File: config.mk
export PLATFORM = sky130hd
export DESIGN_NAME = core_lsu
export DESIGN_NICKNAME = d
export VERILOG_FILES = /design/src/rtl/core_lsu_pkg.sv /design/src/rtl/core_lsu_align.sv /design/src/rtl/core_lsu.sv
export SDC_FILE = /design/constraint.sdc
export NUM_CORES = 1
export LEC_CHECK = 0
export BUFFER_PORTS_ARGS = -buffer_cell sky130_fd_sc_hd__buf_2
export CORE_ASPECT_RATIO = 1.75
export CORE_MARGIN = 5
export CORE_UTILIZATION = 35
export CTS_CLUSTER_DIAMETER = 80
export DETAILED_ROUTE_END_ITERATION = 6
export PLACE_DENSITY = 0.74
export SKIP_CTS_REPAIR_TIMING = 1
export SYNTH_ARGS = -nofsm -noshare
export SYNTH_HDL_FRONTEND = slang
export SYNTH_SLANG_ARGS = --single-unit
File: constraint.sdc
create_clock -name clk -period 3.2 [get_ports clk]
set_clock_uncertainty 0.15 [all_clocks]
set_input_delay 0.64 -clock clk [delete_from_list [all_inputs] [get_ports clk]]
set_output_delay 0.64 -clock clk [all_outputs]
set_load 0.01 [all_outputs]
File: src/rtl/core_lsu_pkg.sv
// Shared types and constants for the core_lsu load/store unit.
// Holds the funct3 encodings, FSM state type and lane-offset helpers.
package core_lsu_pkg;

    localparam int DATA_WIDTH         = 32;
    localparam int MEM_TRANSFER_WIDTH = 4;
    localparam int REG_ADDR_WIDTH     = 5;

    localparam logic [2:0] LS_OP_B  = 3'b000;
    localparam logic [2:0] LS_OP_H  = 3'b001;
    localparam logic [2:0] LS_OP_W  = 3'b010;
    localparam logic [2:0] LS_OP_BU = 3'b100;
    localparam logic [2:0] LS_OP_HU = 3'b101;

    typedef enum logic [1:0] {
        LSU_IDLE   = 2'd0,
        LSU_REQ    = 2'd1,
        LSU_RDWAIT = 2'd2
    } lsu_state_e;

    // Byte offset of the naturally aligned container the access lands in.
    function automatic logic [1:0] lane_offset(input logic [2:0] op, input logic [1:0] addr_lo);
        case (op[1:0])
            2'b00:   return addr_lo;
            2'b01:   return {addr_lo[1], 1'b0};
            default: return 2'b00;
        endcase
    endfunction

    function automatic logic is_misaligned(input logic [2:0] op, input logic [1:0] addr_lo);
        case (op[1:0])
            2'b00:   return 1'b0;
            2'b01:   return addr_lo[0];
            default: return |addr_lo;
        endcase
    endfunction

endpackage

File: src/rtl/core_lsu_align.sv
// Combinational lane logic: byte enables and store-data replication on the way out,
// load-data extraction and sign/zero extension on the way back.
module core_lsu_align
    import core_lsu_pkg::*;
(
    input  logic [2:0]                    ls_op,
    input  logic [1:0]                    addr_lo,
    input  logic [DATA_WIDTH-1:0]         store_data,
    input  logic [DATA_WIDTH-1:0]         rdata,
    output logic [MEM_TRANSFER_WIDTH-1:0] be,
    output logic [DATA_WIDTH-1:0]         wdata,
    output logic [DATA_WIDTH-1:0]         load_data
);

    logic [1:0]            offset;
    logic [DATA_WIDTH-1:0] shifted;

    always_comb begin
        offset  = lane_offset(ls_op, addr_lo);
        shifted = rdata >> {offset, 3'b000};

        case (ls_op[1:0])
            2'b00: begin
                be    = 4'b0001 << offset;
                wdata = {4{store_data[7:0]}};
            end
            2'b01: begin
                be    = 4'b0011 << offset;
                wdata = {2{store_data[15:0]}};
            end
            default: begin
                be    = 4'b1111;
                wdata = store_data;
            end
        endcase

        case (ls_op)
            LS_OP_B:  load_data = {{24{shifted[7]}}, shifted[7:0]};
            LS_OP_BU: load_data = {24'd0, shifted[7:0]};
            LS_OP_H:  load_data = {{16{shifted[15]}}, shifted[15:0]};
            LS_OP_HU: load_data = {16'd0, shifted[15:0]};
            default:  load_data = shifted;
        endcase
    end

endmodule

File: src/rtl/core_lsu.sv
// Load/store unit between M and W: bus handshake FSM, timeout abort and W register.
// Optional feature: define LSU_MISALIGN_CHECK_EN to trap misaligned half/word accesses.
module core_lsu
    import core_lsu_pkg::*;
#(
    parameter int ADDR_WIDTH     = 16,
    parameter int TIMEOUT_CYCLES = 64,
    parameter int TMO_CNT_WIDTH  = 8
) (
    input  logic                          clk,
    input  logic                          rst_n,
    input  logic                          m_valid_i,
    input  logic                          m_load_i,
    input  logic                          m_store_i,
    input  logic [2:0]                    m_ls_op_i,
    input  logic [31:0]                   m_addr_i,
    input  logic [DATA_WIDTH-1:0]         m_wdata_i,
    input  logic [DATA_WIDTH-1:0]         m_regfile_rd_i,
    input  logic [REG_ADDR_WIDTH-1:0]     m_regfile_waddr_i,
    input  logic                          m_regfile_wr_i,
    output logic                          stall_o,
    output logic                          data_req_o,
    input  logic                          data_gnt_i,
    input  logic                          data_rvalid_i,
    output logic                          data_wr_o,
    output logic [ADDR_WIDTH-1:0]         data_addr_o,
    output logic [DATA_WIDTH-1:0]         data_wdata_o,
    output logic [MEM_TRANSFER_WIDTH-1:0] data_be_o,
    input  logic [DATA_WIDTH-1:0]         data_rdata_i,
    output logic                          w_valid_o,
    output logic [REG_ADDR_WIDTH-1:0]     w_regfile_waddr_o,
    output logic                          w_regfile_wr_o,
    output logic [DATA_WIDTH-1:0]         w_regfile_wdata_o,
    output logic                          w_bus_err_o,
    output logic                          w_misaligned_o
);

    localparam logic [TMO_CNT_WIDTH-1:0] TMO_LIMIT =
        TMO_CNT_WIDTH'((TIMEOUT_CYCLES == 0) ? 0 : TIMEOUT_CYCLES - 1);

    lsu_state_e              state_q, state_d;
    logic [TMO_CNT_WIDTH-1:0] tmo_cnt_q;
    logic                    access, is_load, is_store, misaligned, issue;
    logic                    complete, abort, timeout_hit;
    logic [DATA_WIDTH-1:0]   load_data;
    logic                    unused_addr_hi;

    assign access   = m_valid_i & (m_load_i | m_store_i);
    assign is_load  = m_load_i;
    assign is_store = m_store_i & ~m_load_i;

`ifdef LSU_MISALIGN_CHECK_EN
    assign misaligned = access & is_misaligned(m_ls_op_i, m_addr_i[1:0]);
`else
    assign misaligned = 1'b0;
`endif

    assign issue          = access & ~misaligned;
    assign unused_addr_hi = ^(m_addr_i >> ADDR_WIDTH);

    assign data_addr_o = {m_addr_i[ADDR_WIDTH-1:2], 2'b00};
    assign data_wr_o   = issue & is_store;

    core_lsu_align u_align (
        .ls_op      (m_ls_op_i),
        .addr_lo    (m_addr_i[1:0]),
        .store_data (m_wdata_i),
        .rdata      (data_rdata_i),
        .be         (data_be_o),
        .wdata      (data_wdata_o),
        .load_data  (load_data)
    );

    // The counter holds the number of cycles already spent outside IDLE.
    assign timeout_hit = (TIMEOUT_CYCLES != 0) && (state_q != LSU_IDLE) && (tmo_cnt_q == TMO_LIMIT);

    always_ff @(posedge clk or negedge rst_n) begin
        if (!rst_n) begin
            state_q <= LSU_IDLE;
        end else begin
            state_q <= state_d;
        end
    end

    always_comb begin
        state_d = state_q;
        case (state_q)
            LSU_IDLE: begin
                if (issue) begin
                    if (!data_gnt_i) begin
                        state_d = LSU_REQ;
                    end else if (is_load) begin
                        state_d = LSU_RDWAIT;
                    end
                end
            end
            LSU_REQ: begin
                if (data_gnt_i) begin
                    state_d = is_load ? LSU_RDWAIT : LSU_IDLE;
                end else if (timeout_hit) begin
                    state_d = LSU_IDLE;
                end
            end
            LSU_RDWAIT: begin
                if (data_rvalid_i || timeout_hit) begin
                    state_d = LSU_IDLE;
                end
            end
            default: state_d = LSU_IDLE;
        endcase
    end

    // A response arriving in the timeout cycle still completes the access.
    always_comb begin
        data_req_o = 1'b0;
        complete   = 1'b0;
        abort      = 1'b0;
        case (state_q)
            LSU_IDLE: begin
                data_req_o = issue;
                complete   = misaligned | (issue & is_store & data_gnt_i);
            end
            LSU_REQ: begin
                data_req_o = 1'b1;
                complete   = is_store & data_gnt_i;
                abort      = ~data_gnt_i & timeout_hit;
            end
            LSU_RDWAIT: begin
                complete = data_rvalid_i;
                abort    = ~data_rvalid_i & timeout_hit;
            end
            default: ;
        endcase
        stall_o = access & ~(complete | abort);
    end

    always_ff @(posedge clk or negedge rst_n) begin
        if (!rst_n) begin
            tmo_cnt_q <= '0;
        end else if (state_q == LSU_IDLE || state_d == LSU_IDLE) begin
            tmo_cnt_q <= '0;
        end else begin
            tmo_cnt_q <= tmo_cnt_q + 1'b1;
        end
    end

    always_ff @(posedge clk or negedge rst_n) begin
        if (!rst_n) begin
            w_valid_o         <= 1'b0;
            w_regfile_waddr_o <= '0;
            w_regfile_wr_o    <= 1'b0;
            w_regfile_wdata_o <= '0;
            w_bus_err_o       <= 1'b0;
            w_misaligned_o    <= 1'b0;
        end else if (stall_o || !m_valid_i) begin
            w_valid_o      <= 1'b0;
            w_regfile_wr_o <= 1'b0;
            w_bus_err_o    <= 1'b0;
            w_misaligned_o <= 1'b0;
        end else begin
            w_valid_o         <= 1'b1;
            w_regfile_waddr_o <= m_regfile_waddr_i;
            w_regfile_wr_o    <= m_regfile_wr_i & ~abort & ~misaligned;
            w_regfile_wdata_o <= (access & is_load) ? load_data : m_regfile_rd_i;
            w_bus_err_o       <= abort;
            w_misaligned_o    <= misaligned;
        end
    end

endmodule

==> results of run 1 <==
## metal layers
layer | wire [um] | part of all wire [%] | track usage, %
met4 | 861 | 6.8 | 13.9
met2 | 6280 | 50 | 34.8
met5 | 0 | 0 | 0
met1 | 4280 | 34 | 21.8
met3 | 1160 | 9.2 | 3.53
## cell type report
class | instances | share of cell area [%]
Tap cell | 125 | 3.42
Timing Repair Buffer | 205 | 23.2
Sequential cell | 50 | 27.4
Inverter | 8 | 0.712
Clock inverter | 1 | 0.110
Multi-Input combinational cell | 257 | 42.1
Clock buffer | 7 | 3.12
## through the flow
stage	instances	hold WS (ps)	utilization [%]	setup WS [ps]
floorplan	364	194	-	811
global placement	645	328	44.9	470
detailed placement	645	336	44.9	392
CTS	653	216	46.4	462
global route	653	251	46.4	291
finish	653	197	46.4	484
## power by group through the flow
stage	Sequential [uW]	Combinational, uW	Clock [uW]
after CTS	840	870	556
after detailed placement	849	862	0
after global routing	856	944	580
final	841	861	536
after floorplan	892	462	0
after global placement	844	838	0
## registers in the layout, summed over array words and instances (netlist names)
signal and cells:
w_regfile_wdata_o 32, tmo_cnt_q 8, w_regfile_waddr_o 5, state_q 2, w_bus_err_o 1, w_regfile_wr_o 1, w_valid_o 1
## worst max-delay path: stages, from the launching register on
cell and delay (ps):
dfrtp_1 420, inv_1 110, ha_1 290, nand4bb_1 230, nor2_1 180, a21o_2 180
inv_4 60, nor3_4 750, a221oi_1 170
## layout by cell type, fill, tap and decap left out, types with 10 or more instances in the layout
cell / instances
mux2_2: 21
buf_2: 192
buf_4: 13
a21oi_1: 35
dfrtp_1: 50
nor2_1: 29
a221oi_2: 10
o21ai_0: 15
mux2i_1: 37
nand2_1: 29
## cell families (layout without fill, tap and decap cells)
kind of cell / Yosys count / count (layout) / synth area share (%)
AND/OR/NAND/NOR: 86 / 86 / 12.7
XOR/XNOR: 6 / 6 / 1.50
other: 1 / 3 / 0.107
multiplexers: 58 / 58 / 17.3
AO/OA/AOI/OAI: 99 / 99 / 21.1
flip-flops: 50 / 50 / 35.8
buffers and inverters: 57 / 221 / 9.76
adder cells (fa/ha/maj): 5 / 5 / 1.79
## path summary, 6_finish.rpt
| check | startpoint | end | slack, ps | cells past startpoint |
|---|---|---|---|---|
| worst min register to register | tmo_cnt_q[0]$_DFF_PN0_ | tmo_cnt_q[0]$_DFF_PN0_ | 340 | 1 |
| worst min-delay path | rst_n | w_regfile_waddr_o[4]$_DFFE_PN0N_ | 200 | 1 |
| worst max register to register | state_q[0]$_DFF_PN0_ | w_regfile_wdata_o[25]$_DFFE_PN0N_ | 480 | 8 |
| max in group asynchronous | rst_n | w_regfile_wdata_o[9]$_DFFE_PN0N_ | 1940 | 2 |
| worst max-delay path | state_q[0]$_DFF_PN0_ | w_regfile_wdata_o[25]$_DFFE_PN0N_ | 480 | 8 |
| min in group clk | tmo_cnt_q[0]$_DFF_PN0_ | tmo_cnt_q[0]$_DFF_PN0_ | 340 | 1 |
==> impl_results.md, run 1 <==
* Sw Ratio at 35.4%
* Final GP Congestion at 0.888
* Filler cells at 987
* Design area at 4570 um2
* Post-synth top flop: dfrtp_1
* FF+latch count, synth at 50
* Synthesized cell area at 3500 um2
* Port bufs at 192
* WP data required at 3180 ps
* Largest net degree at the start of global routing at 33
* DR WL/cell at 19.3 um
* Clk pwr share at 24.0%
* Unrepaired setup endpoints after global routing: false
* Ys async rst share at 100%
* CTS tree: done
* Total number of vias at 3504
* Multi-input logic area at 1920 um2
* CTS root buffer: clkbuf_16
* Initial Util at 35.5%
* Synth area leader: dfrtp_1
* Number of CTS-inserted buffers at 5
* Share of layout cells above drive strength 1 at 47.9%
* Syn Area/Cell at 9.66 um2
* Pwr dens at 490 nW/um2
* Final critical-path required period at 2720 ps
* # rows at 48
* Slew Limit Fails at 0
* HP Class: in2async
* Ant. Diodes at 0
* Max Fclk at 0.368 GHz
* CTS clk-pin slew, worst paths at 70 ps
* Switching pwr at 793 uW
* Most frequent cell after synthesis: dfrtp_1
* Latest clock arrival within the worst-skew pair at 290 ps
* P_int at 1450 uW
* Sequential share of power at 37.6%
* Final Hold Viols at 0
* Die area at 12200 um2
* Register area at 1250 um2
* Die width at 85.6 um
* Data arrival time of the worst path at 2690 ps
* Max VDD drop at 0.000368 V
* CP Capture Type: flip-flop
* Setup TNS at 0 ps
* P&R area growth vs syn at 30.5%
* CTS max path bufs at 2
* Initial antenna violation count at 0
* Core footprint at 9850 um2
* Vias per cell at 5.37
* Comb power frac at 38.5%
* # clock sinks at 50
* Final HPWL DP at 10100 um
* First-pass GRT wire length at 19200 um
* Crit Path Class: reg2reg
* Die height at 142 um
* Pwr Total at 2240 uW
* Outcome: finished, final reports clean
* # IOs at 240
* Synthesized instance count at 362
* GRT Overall Usage at 20.1%
* Antenna violation net count after detailed routing at 0
* MaxCap Viol Count at 0
* CTS HTree Levels at 2
* Drt total wl at 12600 um
* Cell Area, Placed at 4420 um2
* DRC Markers at 0
* Final setup violation count at 0
* Synth top area share at 35.8%
* Yosys cell types at 51
* Crit path launch type: flip-flop
* Final Cycle Share at 84.9%
* Maximum fanout along the worst path at 16
* Post-synthesis sequential area ratio at 35.8%
* GR Overflow Total at 0
* Worst slew pin tran at 901 ps
* Final-stage net count at 676
* First DRT Iteration DRCs at 193
* Leakage power at 0.00230 uW
* Post-synth EDFFs at 0
* Ys Warns at 0
* Synth top area cells: dfrtp_1, mux2i_1, mux2_2, buf_4, a21oi_1
* Most frequent cells after synthesis: dfrtp_1, mux2i_1, a21oi_1
* DRT Pass-1 Iters at 4
* Vias in the first global route at 3690
* Relative slew slack at 39.8%
Note: power is estimated with default switching activity, not from simulation.
==> run 2, diff against run 1 <==
==> constraint.sdc (replaced) <==
create_clock -name clk -period 2.5 [get_ports clk]
set_clock_uncertainty 0.15 [all_clocks]
set_input_delay 0.5 -clock clk [delete_from_list [all_inputs] [get_ports clk]]
set_output_delay 0.5 -clock clk [all_outputs]
set_load 0.01 [all_outputs]
==> impl_results.md, run 2 (same netlist as run 1, synthesis figures left out) <==
* Outcome: finished, final reports clean
* Slowest CP cell: dfrtp_1
* CTS clk-pin slew, worst paths at 70 ps (about the same)
* # clock sinks at 50 (unchanged)
* # IOs at 240 (unchanged)
* Final Cycle Share at 97.0%
* Data arrival time of the worst path at 1770 ps (-920 ps)
* Filler cells at 959 (-2.8%)
* Final Hold Viols at 0 (unchanged)
* First-pass GRT wire length at 19300 um (+0.68%)
* HP Class: in2async
* CTS tree: done
* CP Capture Type: output pin
* Initial antenna violation count at 0 (unchanged)
* Delay of the slowest cell on the worst path at 430 ps (-320 ps)
* CTS root buffer: clkbuf_16
* CTS max path bufs at 2 (unchanged)
* Final HPWL DP at 10200 um (+0.89%)
* Final critical-path required period at 2420 ps
* Latest clock arrival within the worst-skew pair at 290 ps (about the same)
* Total number of vias at 3612 (+3.1%)
* Initial Util at 35.5% (unchanged)
* Largest net degree at the start of global routing at 33 (unchanged)
* Core footprint at 9850 um2 (unchanged)
* Worst Path Buf+Inv at 3 (+1)
* Cell total after placement at 650 (+0.78%)
* Die area at 12200 um2 (unchanged)
* Worst slew pin tran at 549 ps (-352 ps)
* Design area at 4690 um2 (+2.6%)
* Worst path cell trace: inv_2, ha_2, nand4bb_4, nor2_4, a21o_4, clkinv_4, buf_4
* Multi-input logic area at 1960 um2 (+2.3%)
* Die width at 85.6 um (unchanged)
* MaxCap Viol Count at 0 (unchanged)
* Crit Path Class: reg2out
* Delay-heaviest family, CP: flip-flops
* Fin cells at 659 (+0.92%)
* Max reg flops at 32 (unchanged)
* DR WL/cell at 19.3 um (+0.18%)
* Final GP Congestion at 0.902 (+1.6%)
* # rows at 48 (unchanged)
* Max Fclk at 0.413 GHz
* Commonest non-fill, non-tap cell in the layout: buf_2
* Reg with most FFs: w_regfile_wdata_o
* Crit path launch type: flip-flop
* Port bufs at 192 (unchanged)
* First DRT Iteration DRCs at 209 (+8.3%)
* Most frequent cells in the layout: buf_2, dfrtp_1, mux2i_1, a21oi_1, nand2_1
* Largest registers: w_regfile_wdata_o: 32 flops, tmo_cnt_q: 8 flops, w_regfile_waddr_o: 5 flops
* Vias in the first global route at 3726 (+0.98%)
* Relative slew slack at 63.4% (+24 points)
* Number of CTS-inserted buffers at 5 (unchanged)
* Final-stage net count at 682 (+0.89%)
* Vias per cell at 5.48 (+2.1%)
* Share of layout cells above drive strength 1 at 50.4% (+2.5 points)
* WP data required at 1850 ps (-1330 ps)
* Antenna violation net count after detailed routing at 0 (unchanged)
* Drt total wl at 12700 um (+1.1%)
* Cell Area, Placed at 4470 um2 (+1.1%)
* Ant. Diodes at 0 (unchanged)
* Pwr dens at 631 nW/um2 (+29%)
* Register area at 1250 um2 (about the same)
* GR Overflow Total at 0 (unchanged)
* Max VDD drop at 0.000440 V (+20%)
* Slew Limit Fails at 0 (unchanged)
* Pre-CTS WS at -190 ps (-582 ps)
* Die height at 142 um (unchanged)
* Leakage power at 0.00233 uW (+1.3%)
* Worst setup margin at 75.9 ps (-408 ps)
* DRT Pass-1 Iters at 4 (unchanged)
* Maximum fanout along the worst path at 6 (-10)
* DRC Markers at 0 (unchanged)
* Hold slack at 35.6 ps (-162 ps)
* Final setup violation count at 0 (unchanged)
* P&R area growth vs syn at 34.0%
* GRT Overall Usage at 20.2% (+0.11 points)
* CTS HTree Levels at 2 (unchanged)
run 2: changes by cell type in the layout (fill, tap and decap cells not counted), moves of 2 or more:
cell | previous run | this run
buf_4 | 13 | 18
ha_1 | 5 | 1
ha_2 | 0 | 4
buf_12 | 0 | 2
inv_1 | 7 | 5
inv_2 | 0 | 2
run 2: path summary, 6_finish.rpt:
check	start	end	slack (ps)	cells past startpoint
worst min register to register	tmo_cnt_q[0]$_DFF_PN0_	tmo_cnt_q[0]$_DFF_PN0_	350	1
max in group asynchronous	rst_n	w_valid_o$_DFF_PN0_	1500	2
worst min-delay path	rst_n	w_regfile_waddr_o[0]$_DFFE_PN0N_	40	1
min in group clk	m_regfile_wr_i	w_regfile_wr_o$_DFF_PN0_	280	2
worst max-delay path	state_q[1]$_DFF_PN0_	stall_o	80	7
worst max register to register	state_q[1]$_DFF_PN0_	w_regfile_wdata_o[9]$_DFFE_PN0N_	280	8
run 2: layout make-up:
| type | instances | area share (%) |
|---|---|---|
| Inverter | 8 | 0.747 |
| Clock inverter | 1 | 0.107 |
| Tap cell | 125 | 3.34 |
| Multi-Input combinational cell | 257 | 41.9 |
| Sequential cell | 50 | 26.7 |
| Clock buffer | 7 | 3.04 |
| Timing Repair Buffer | 211 | 24.1 |
run 2: metal layers:
metal	wire, um	global-route usage (%)	share of wire, %	vias to the layer above
li1	-	-	-	1627
met1	4440	21.4	35	1763
met2	6600	37.0	52	183
met3	1060	3.24	8.3	39
met4	632	11.6	5.0	0
met5	0	0	0	-
run 2: power breakdown:
part | total (uW) | switching, uW | internal [uW]
combinational | 1170 | 640 | 533
clock | 705 | 307 | 398
sequential | 1080 | 106 | 971
total | 2960 | 1050 | 1900
run 2: stage by stage:
stage | TNS [ps] | power [uW] | util (%)
floorplan | 0 | 1730 | -
global placement | -738 | 2170 | 45.4
detailed placement | -2170 | 2210 | 45.4
CTS | -1930 | 2930 | 46.9
global route | -1.82 | 3120 | 47.6
finish | 0 | 2960 | 47.6
==> run 3, diff against run 2 <==
--- a/config.mk
+++ b/config.mk
@@ -6,12 +6,14 @@
 export NUM_CORES = 1
 export LEC_CHECK = 0
 export BUFFER_PORTS_ARGS = -buffer_cell sky130_fd_sc_hd__buf_2
+export CELL_PAD_IN_SITES_DETAIL_PLACEMENT = 2
+export CELL_PAD_IN_SITES_GLOBAL_PLACEMENT = 2
 export CORE_ASPECT_RATIO = 1.75
 export CORE_MARGIN = 5
-export CORE_UTILIZATION = 35
+export CORE_UTILIZATION = 23
 export CTS_CLUSTER_DIAMETER = 80
 export DETAILED_ROUTE_END_ITERATION = 6
-export PLACE_DENSITY = 0.74
+export PLACE_DENSITY = 0.86
 export SKIP_CTS_REPAIR_TIMING = 1
 export SYNTH_ARGS = -nofsm -noshare
 export SYNTH_HDL_FRONTEND = slang
==> impl_results.md, run 3 (same netlist as run 1, synthesis figures left out) <==
* Outcome: finished, final reports clean
* Cell Area, Placed at 4610 um2 (+3.2%)
* DR WL/cell at 22.6 um (+17%)
* Final setup violation count at 0 (unchanged)
* Vias in the first global route at 4224 (+13%)
* GRT Overall Usage at 17.8% (-2.4 points)
* Latest clock arrival within the worst-skew pair at 300 ps (about the same)
* Share of layout cells above drive strength 1 at 51.2% (+0.81 points)
* MaxCap Viol Count at 0 (unchanged)
* DRT Pass-1 Iters at 4 (unchanged)
* Design area at 4890 um2 (+4.4%)
* CTS max path bufs at 2 (unchanged)
* Initial Util at 23.5% (-12 points)
* Final-stage net count at 695 (+1.9%)
* Hold slack at 90.7 ps (+55.2 ps)
* Largest registers: w_regfile_wdata_o: 32 flops, tmo_cnt_q: 8 flops, w_regfile_waddr_o: 5 flops
* Sw Ratio at 37.5% (+1.9 points)
* Max VDD drop at 0.000285 V (-35%)
* CTS root buffer: clkbuf_16
* Crit Path Class: reg2out
* Cell total after placement at 716 (+10%)
* Sequential share of power at 34.6% (-1.8 points)
* Final HPWL DP at 13300 um (+31%)
* Antenna violation net count after detailed routing at 0 (unchanged)
* # IOs at 240 (unchanged)
* # clock sinks at 50 (unchanged)
* Final critical-path required period at 2480 ps (+51.8 ps)
* Setup TNS at 0 ps (unchanged)
* Final GP Congestion at 0.838 (-7.1%)
* DRC Markers at 0 (unchanged)
* Leakage power at 0.00241 uW (+3.2%)
* Vias per cell at 5.01 (-8.6%)
* Drt total wl at 16500 um (+30%)
* WL met2 at 9070 um (+37%)
* Largest net degree at the start of global routing at 36 (+9.1%)
* First DRT Iteration DRCs at 61 (-71%)
* CTS clk-pin slew, worst paths at 80 ps (about the same)
* Die width at 103 um (+21%)
* Met3 WL at 1250 um (+19%)
* Data arrival time of the worst path at 1830 ps (+60 ps)
* Comb power frac at 42.9% (+3.2 points)
* CTS tree: done
* Die height at 173 um (+22%)
* Core footprint at 14900 um2 (+51%)
* Crit path launch type: flip-flop
* First-pass GRT wire length at 24100 um (+25%)
* Pwr dens at 635 nW/um2 (+0.67%)
* Number of CTS-inserted buffers at 5 (unchanged)
* Commonest non-fill, non-tap cell in the layout: buf_2
* Total number of vias at 3666 (+1.5%)
* Top sig layer: met4
* HP Class: in2async
* WP data required at 1850 ps (about the same)
* Clk pwr share at 22.6% (-1.3 points)
* Maximum fanout along the worst path at 4 (-2)
* Port bufs at 192 (unchanged)
* Final Cycle Share at 99.0% (+2.1 points)
* Met1 wire length at 5520 um (+24%)
* Slew Limit Fails at 0 (unchanged)
* CP Capture Type: output pin
* Max reg flops at 32 (unchanged)
* Relative slew slack at 53.0% (-10 points)
* P&R area growth vs syn at 39.8%
* Reg with most FFs: w_regfile_wdata_o
* Switching pwr at 1170 uW (+11%)
* Max Fclk at 0.404 GHz (-2.1%)
* Pwr Total at 3110 uW (+5.1%)
* P_int at 1940 uW (+2.0%)
* Final Hold Viols at 0 (unchanged)
* GR Overflow Total at 0 (unchanged)
* Fin cells at 732 (+11%)
* # rows at 59 (+23%)
* Most frequent cells in the layout: buf_2, dfrtp_1, mux2i_1, a21oi_1
* Die area at 17900 um2 (+47%)
* Worst slew pin tran at 704 ps (+156 ps)
* Initial antenna violation count at 2 (+2)
* CTS HTree Levels at 2 (unchanged)
## run 3: per-stage QoR
| stage | util [%] | worst slack, ps |
|---|---|---|
| after floorplan | - | 311 |
| after detailed placement | 30.9 | -168 |
| after CTS | 31.9 | -285 |
| final | 32.8 | 24.1 |
| after global routing | 32.8 | -27.6 |
| after global placement | 30.9 | -81.4 |
## run 3: area by class of cell
| type | count | area [um2] |
|---|---|---|
| Antenna cell | 2 | 5.00 |
| Tap cell | 183 | 229 |
| Timing Repair Buffer | 224 | 1250 |
| Fill cell | 1729 | 10000 |
| Sequential cell | 50 | 1250 |
| Inverter | 8 | 35.0 |
| Clock buffer | 6 | 129 |
| Multi-Input combinational cell | 257 | 1980 |
| Clock inverter | 2 | 13.8 |
## run 3: final timing paths
| check | start | to | slack [ps] | depth (start not counted) |
|---|---|---|---|---|
| max | state_q[0]$_DFF_PN0_ | stall_o | 20 | 7 |
| min | rst_n | w_regfile_wdata_o[19]$_DFFE_PN0N_ | 90 | 1 |
| max reg2reg | state_q[0]$_DFF_PN0_ | w_regfile_wdata_o[10]$_DFFE_PN0N_ | 60 | 9 |
| min reg2reg | w_regfile_waddr_o[4]$_DFFE_PN0N_ | w_regfile_waddr_o[4]$_DFFE_PN0N_ | 360 | 1 |
| max in group asynchronous | rst_n | w_bus_err_o$_DFF_PN0_ | 1500 | 2 |
| min in group clk | m_regfile_waddr_i[4] | w_regfile_waddr_o[4]$_DFFE_PN0N_ | 290 | 2 |
## run 3: power groups by stage
stage / Combinational, uW / Sequential (uW) / Clock, uW
5_1_grt: 1440 / 1090 / 754
3_5_place_dp: 1240 / 1090 / 0
4_1_cts: 1250 / 1070 / 720
3_3_place_gp: 1160 / 1070 / 0
6_report: 1330 / 1070 / 700
2_1_floorplan: 591 / 1140 / 0
## run 3: critical path: stages (launching register included)
cell and delay (ps):
dfrtp_1 430, inv_2 60, ha_1 250, nand4bb_4 260, nor2_2 170, a21o_4 160, clkinv_4 50, buf_4 140
## run 3: layer usage
metal | up-vias | track usage (%)
li1 | 1655 | -
met1 | 1816 | 18.0
met5 | - | 0
met3 | 43 | 3.02
met2 | 152 | 33.8
met4 | 0 | 8.48
